==> src/rtl/rcv_pkg.sv <==
// Shared constants, default coefficient set and FSM state encoding for the
// receive-filter coefficient controller.
package rcv_pkg;

  localparam int NTAPS = 11;
  localparam int CW    = 18;
  localparam int DIV   = 4;

  // Power-up coefficient set, b[0] .. b[10], signed 0s18.
  localparam int DEF_COEF [NTAPS] = '{
    4094, 5900, 3326, -3449, -10679, -12462, -4029, 14915, 38991, 59143, 66990
  };

  typedef enum logic [1:0] {
    ST_IDLE  = 2'd0,
    ST_LOAD  = 2'd1,
    ST_ARMED = 2'd2,
    ST_SWAP  = 2'd3
  } state_t;

  // Default coefficient for tap i; taps beyond the table reset to zero.
  function automatic int def_coef(input int i);
    return (i >= 0 && i < NTAPS) ? DEF_COEF[i] : 0;
  endfunction

endpackage

==> src/rtl/rcv_sam_strobe.sv <==
// Free-running sample strobe: high for one clock out of every DIV.
module rcv_sam_strobe #(
  parameter int DIV = rcv_pkg::DIV
) (
  input  logic clk,
  input  logic reset,
  output logic sam_en
);

  localparam int SW = (DIV > 1) ? $clog2(DIV) : 1;
  localparam logic [SW-1:0] CNT_LAST = SW'(DIV - 1);

  logic [SW-1:0] cnt;

  // Count 0 .. DIV-1 and wrap.
  always_ff @(posedge clk or negedge reset) begin
    if (!reset) begin
      cnt <= '0;
    end else if (cnt == CNT_LAST) begin
      cnt <= '0;
    end else begin
      cnt <= cnt + SW'(1);
    end
  end

  assign sam_en = (cnt == CNT_LAST);

endmodule

==> src/rtl/rcv_coef_ctrl.sv <==
// Double-buffered coefficient controller for the receive FIR.
// Words are streamed into the shadow bank; a commit swaps shadow and active
// on a sample strobe so the filter never sees a half-updated set.
//
// state  | meaning
// -------+-------------------------------------------------------------
// IDLE   | waiting for the first word of a load (idx = 0)
// LOAD   | accepting words into shadow[idx]
// ARMED  | full shadow set loaded, waiting for commit and sample strobe
// SWAP   | one-cycle exchange of active and shadow banks
module rcv_coef_ctrl
  import rcv_pkg::*;
#(
  parameter int NTAPS = rcv_pkg::NTAPS,
  parameter int CW    = rcv_pkg::CW,
  parameter int DIV   = rcv_pkg::DIV
) (
  input  logic                clk,
  input  logic                reset,
  input  logic                cfg_valid,
  input  logic [CW-1:0]       cfg_data,
  input  logic                cfg_last,
  output logic                cfg_ready,
  input  logic                cfg_abort,
  input  logic                commit_req,
  output logic                commit_ack,
  output logic                err_len,
  output logic                sam_en,
  output logic                bank_sel,
  output logic [NTAPS*CW-1:0] coef_flat
);

  localparam int IW = (NTAPS > 1) ? $clog2(NTAPS) : 1;
  localparam logic [IW-1:0] IDX_LAST = IW'(NTAPS - 1);

  state_t        state, state_nxt;
  logic [IW-1:0] idx, idx_nxt;
  logic          pend, pend_nxt;
  logic          shd_vld, shd_vld_nxt;
  logic          wr_en;
  logic          swap;
  logic          err_nxt;
  logic          xfer;

  logic [CW-1:0] act_q [NTAPS];
  logic [CW-1:0] shd_q [NTAPS];

  rcv_sam_strobe #(.DIV(DIV)) u_sam (
    .clk    (clk),
    .reset  (reset),
    .sam_en (sam_en)
  );

  assign cfg_ready = (state == ST_IDLE) || (state == ST_LOAD);
  assign xfer      = cfg_valid && cfg_ready;

  // Next-state logic: load sequencing, length checking, commit and abort.
  always_comb begin
    state_nxt   = state;
    idx_nxt     = idx;
    pend_nxt    = pend;
    shd_vld_nxt = shd_vld;
    wr_en       = 1'b0;
    swap        = 1'b0;
    err_nxt     = 1'b0;
    case (state)
      ST_IDLE: begin
        if (xfer) begin
          wr_en       = 1'b1;
          shd_vld_nxt = 1'b0;
          if (cfg_last) begin
            err_nxt = 1'b1;
          end else begin
            idx_nxt   = IW'(1);
            state_nxt = ST_LOAD;
          end
        end
      end
      ST_LOAD: begin
        // Abort wins over a transfer offered in the same cycle.
        if (cfg_abort) begin
          idx_nxt     = '0;
          pend_nxt    = 1'b0;
          shd_vld_nxt = 1'b0;
          state_nxt   = ST_IDLE;
        end else if (xfer) begin
          wr_en = 1'b1;
          if (idx == IDX_LAST) begin
            idx_nxt = '0;
            if (cfg_last) begin
              shd_vld_nxt = 1'b1;
              state_nxt   = ST_ARMED;
            end else begin
              err_nxt   = 1'b1;
              state_nxt = ST_IDLE;
            end
          end else if (cfg_last) begin
            idx_nxt   = '0;
            err_nxt   = 1'b1;
            state_nxt = ST_IDLE;
          end else begin
            idx_nxt = idx + IW'(1);
          end
        end
      end
      ST_ARMED: begin
        if (cfg_abort) begin
          pend_nxt    = 1'b0;
          shd_vld_nxt = 1'b0;
          state_nxt   = ST_IDLE;
        end else if ((pend || commit_req) && sam_en && shd_vld) begin
          pend_nxt  = 1'b0;
          state_nxt = ST_SWAP;
        end else if (commit_req) begin
          pend_nxt = 1'b1;
        end
      end
      ST_SWAP: begin
        swap      = 1'b1;
        state_nxt = ST_IDLE;
      end
      default: state_nxt = ST_IDLE;
    endcase
  end

  // Control registers and registered status pulses.
  always_ff @(posedge clk or negedge reset) begin
    if (!reset) begin
      state      <= ST_IDLE;
      idx        <= '0;
      pend       <= 1'b0;
      shd_vld    <= 1'b1;
      bank_sel   <= 1'b0;
      commit_ack <= 1'b0;
      err_len    <= 1'b0;
    end else begin
      state      <= state_nxt;
      idx        <= idx_nxt;
      pend       <= pend_nxt;
      shd_vld    <= shd_vld_nxt;
      bank_sel   <= bank_sel ^ swap;
      commit_ack <= swap;
      err_len    <= err_nxt;
    end
  end

  // Coefficient banks: the active bank only changes in SWAP, so the
  // filter output is always driven straight from stable registers.
  always_ff @(posedge clk or negedge reset) begin
    if (!reset) begin
      for (int i = 0; i < NTAPS; i++) begin
        act_q[i] <= CW'(def_coef(i));
        shd_q[i] <= CW'(def_coef(i));
      end
    end else if (swap) begin
      for (int i = 0; i < NTAPS; i++) begin
        act_q[i] <= shd_q[i];
        shd_q[i] <= act_q[i];
      end
    end else if (wr_en) begin
      for (int i = 0; i < NTAPS; i++) begin
        if (idx == IW'(i)) begin
          shd_q[i] <= cfg_data;
        end
      end
    end
  end

  for (genvar g = 0; g < NTAPS; g++) begin : g_flat
    assign coef_flat[g*CW +: CW] = act_q[g];
  end

endmodule

==> config.mk <==
export PLATFORM = sky130hd
export DESIGN_NAME = rcv_coef_ctrl
export DESIGN_NICKNAME = d
export VERILOG_FILES = /design/src/rtl/rcv_pkg.sv /design/src/rtl/rcv_sam_strobe.sv /design/src/rtl/rcv_coef_ctrl.sv
export SDC_FILE = /design/constraint.sdc
export NUM_CORES = 1
export LEC_CHECK = 0
export BUFFER_PORTS_ARGS = -buffer_cell sky130_fd_sc_hd__buf_4
export CORE_MARGIN = 5
export CORE_UTILIZATION = 45
export DETAILED_ROUTE_END_ITERATION = 8
export MAX_ROUTING_LAYER = met4
export PLACE_DENSITY = 0.71
export SYNTH_ARGS = -nofsm -noshare
export SYNTH_HDL_FRONTEND = slang
export SYNTH_HIERARCHICAL = 1
export SYNTH_SLANG_ARGS = --single-unit
==> constraint.sdc <==
create_clock -name clk -period 2 [get_ports clk]
set_input_delay 0.4 -clock clk [delete_from_list [all_inputs] [get_ports clk]]
set_output_delay 0.4 -clock clk [all_outputs]
set_load 0.01 [all_outputs]
==> impl_metrics.py <==
metrics = {
    "status": {
        "outcome": "complete, no violations",
    },
    "sta": {
        "relSlewSlack_pct": 71.81,
        "drv_slew": 0,
        "fin_crit_sh_pct": 93.05,
        "tightest_slew_ns": 0.4228,
        "max_freq_ghz": 0.5374,
        "rsz0062_at_grt": "false",
        "hold_slack_ns": 0.09251,
        "setup_tns_ns": 0,
        "clock_skew_ns": 0.01586,
        "hold_viol": 0,
        "period_needed_ns": 1.861,
        "setup_viol": 0,
    },
    "clock_tree": {
        "cts.sinks": 409,
        "cts_tree": "built",
        "cts_buffers": 44,
        "worst_skew_pair.late_latency_ns": 0.55,
        "htree_levels": 2,
        "cts_setup_buffers": 0,
        "clk_pin_slew_ns": 0.06,
        "clock_path_buffers": 3,
        "clock-root-buffer": "clkbuf_16",
    },
    "worst_setup_path": {
        "startpoint_type": "flip-flop",
        "end_kind": "flip-flop",
        "path_cells": "inv_1 -> ha_1 -> nand2_1 -> nor4_4 -> buf_12 -> mux2i_1 -> o21ai_0",
        "critPathSlowestCell": "dfrtp_1",
        "crit_type": "flip-flop to flip-flop",
        "cp_data_required_time_ns": 2.41,
        "slowest_delay_ns": 0.41,
        "path_max_fanout": 18,
        "cp.arrival_ns": 2.27,
    },
    "min_path": {
        "hold_path_class": "primary input to flip-flop",
    },
    "drt": {
        "routed_wl_mm": 48.91,
        "vias": 13520,
        "drt_iter0_drc": 1028,
        "dr.pass1.iters": 5,
        "drc_errors": 0,
        "ant_nets": 0,
        "via_per_inst": 5.199,
        "avgRoutedWirePerCell_um": 18.81,
    },
    "placement": {
        "io_buffers": 226,
        "hpwl_mm": 30.60,
        "gp_congestion": 0.8557,
    },
    "synthesis": {
        "async_flop_share_pct": 100.0,
        "ys_ff_latch": 409,
        "synthesis.yosys.warnings": 6,
        "synthFlopType": "dfrtp_1",
        "syn-num-nets": 1880,
        "synthTopCellsByArea": "dfrtp_1 (29%), dfstp_2 (29%), nand2_1 (17%)",
        "synth.avg_cell_area_um2": 9.660,
        "syn_area_um2": 17880,
        "synth_top_cell_area_share_pct": 29.39,
        "syn-instance-count": 1851,
        "post-synth-top-count-cell": "nand2_1",
        "synthDistinctLibCells": 44,
        "synth_common_cells": "nand2_1 (803), dfrtp_1 (210), dfstp_2 (199), mux2i_1 (162), o21ai_0 (85)",
        "synth_edf_count": 0,
        "ys_seq_area_share_pct": 58.63,
        "yosysTopAreaCell": "dfrtp_1",
    },
    "floorplanning": {
        "start_util_pct": 45.21,
        "num_rows": 73,
        "pin_count": 227,
        "die_x_um": 209.3,
        "core_area_um2": 39550,
        "floorplan.die.height_um": 209.3,
        "dieArea_um2": 43820,
    },
    "pwr": {
        "vdd_drop_max_mv": 0.6352,
        "leakagePower_nw": 10.31,
        "pwr_density_cell_nw_per_um2": 914.3,
    },
    "global_routing": {
        "grt_overflow": 0,
        "antenna_found_initial": 0,
        "grt_util_all_layers_pct": 22.75,
        "grt_pass1_vias": 13160,
        "grt_pass1_wl_mm": 76.57,
        "grt_max_degree": 111,
    },
    "final_layout": {
        "drive_gt1_share_pct": 28.24,
        "final_nets": 2070,
        "area_growth_syn_to_layout_pct": 20.92,
        "n_antenna_cell": 0,
    },
    "job": {
        "maxCapViolCount": 0,
    },
}
==> timing repair <==
| item | 4_1_cts | 5_1_grt |
|---|---|---|
| endpoints found under the hold margin | 18 | 0 |
| hold buffers | 1 | 0 |
| resized for setup | 0 | 0 |
==> final cells by class <==
class | instances | area [µm²]
clock buffers | 71 | 1324
clock inverters | 9 | 98.84
fillers | 3367 | 17930
inverters | 7 | 33.78
multi-input cells | 1299 | 6588
flip-flops and latches | 409 | 10480
well taps | 525 | 656.9
repair buffers | 280 | 2437
==> metal layers <==
metal | track usage (%) | vias to the layer above | share of wire, %
li1 | - | 6347 | -
met1 | 31.34 | 6698 | 44
met2 | 34.71 | 390 | 47
met3 | 3.886 | 83 | 5.9
met4 | 7.403 | 0 | 3.2
met5 | - | - | 0
==> report_power, final <==
| group | internal (mW) | switching (mW) | leakage [nW] |
|---|---|---|---|
| Sequential | 9.42 | 0.470 | 4.65 |
| Combinational | 0.792 | 1.05 | 4.96 |
| Clock | 4.78 | 3.26 | 0.702 |
==> sequential cells by signal, summed over array words and instances, names as in the netlist <==
signal,count
coef_flat,198
shd_q,198
idx,4
state,2
u_sam/cnt,2
bank_sel,1
commit_ack,1
err_len,1
pend,1
shd_vld,1
==> layout by cell type (no fill, tap or decap), types with 2 or more instances in the layout <==
| master | n |
|---|---|
| a21oi_1 | 45 |
| buf_12 | 26 |
| clkbuf_1 | 16 |
| inv_1 | 6 |
| nor2b_1 | 4 |
| nand3_1 | 5 |
| ha_1 | 5 |
| o31ai_1 | 2 |
| o211ai_1 | 2 |
| clkinv_2 | 6 |
| nor2_1 | 44 |
| buf_4 | 252 |
| nand4_2 | 2 |
| dfrtp_1 | 210 |
| bufinv_16 | 2 |
| and4_1 | 2 |
| clkbuf_16 | 45 |
| nor4_4 | 4 |
| clkbuf_8 | 10 |
| dfstp_2 | 199 |
| mux2i_1 | 162 |
| a21oi_2 | 32 |
| nand4_1 | 4 |
| o21ai_0 | 85 |
| o21ai_1 | 79 |
| o21ai_2 | 2 |
| nand2_1 | 802 |
| or4_1 | 2 |
==> worst max-delay path: cells and delay by family, from the launching register on <==
kind                     cells  cell delay [ns]
adder cells (fa/ha/maj)      1             0.23
flip-flops                   1             0.41
multiplexers                 1             0.23
AO/OA/AOI/OAI                1             0.13
buffers and inverters        2             0.36
AND/OR/NAND/NOR              2             0.33
==> path summary, 6_finish.rpt <==
path                                             end                   start  slack [ns]  cells after the start
setup / recovery               shd_q[76]$_DFFE_PN0P_      idx[0]$_DFFE_PN0P_        0.14                      7
hold / removal                  state[1]$_DFFE_PN0P_               cfg_abort        0.09                      2
setup reg to reg               shd_q[76]$_DFFE_PN0P_      idx[0]$_DFFE_PN0P_        0.14                      7
hold reg to reg               u_sam/cnt[0]$_DFF_PN0_  u_sam/cnt[0]$_DFF_PN0_        0.43                      1
max in group asynchronous      shd_q[47]$_DFFE_PN1P_                   reset        0.83                      4
min in group asynchronous  coef_flat[57]$_DFFE_PN0P_                   reset        0.37                      2
==> stage by stage <==
stage | setup WS (ns) | total power, mW | instances | instance area, µm² | utilization, %
2_1_floorplan | 0.3259 | 11.14 | 1851 | 17880 | -
3_3_place_gp | 0.2671 | 11.73 | 2519 | 20190 | 51.05
3_5_place_dp | 0.2147 | 11.88 | 2519 | 20190 | 51.05
4_1_cts | 0.1465 | 19.98 | 2600 | 21620 | 54.67
5_1_grt | 0.02524 | 20.63 | 2600 | 21620 | 54.67
6_report | 0.1390 | 19.77 | 2600 | 21620 | 54.67
==> cells by family after synthesis <==
kind of cell / count (synthesis) / synth area share [%]
adder cells (fa/ha/maj): 5 / 0.3499
AO/OA/AOI/OAI: 255 / 8.054
flip-flops: 409 / 58.63
buffers and inverters: 143 / 4.765
multiplexers: 162 / 9.069
XOR/XNOR: 1 / 0.04899
AND/OR/NAND/NOR: 876 / 19.08
Power figures use the tool's default switching activity.
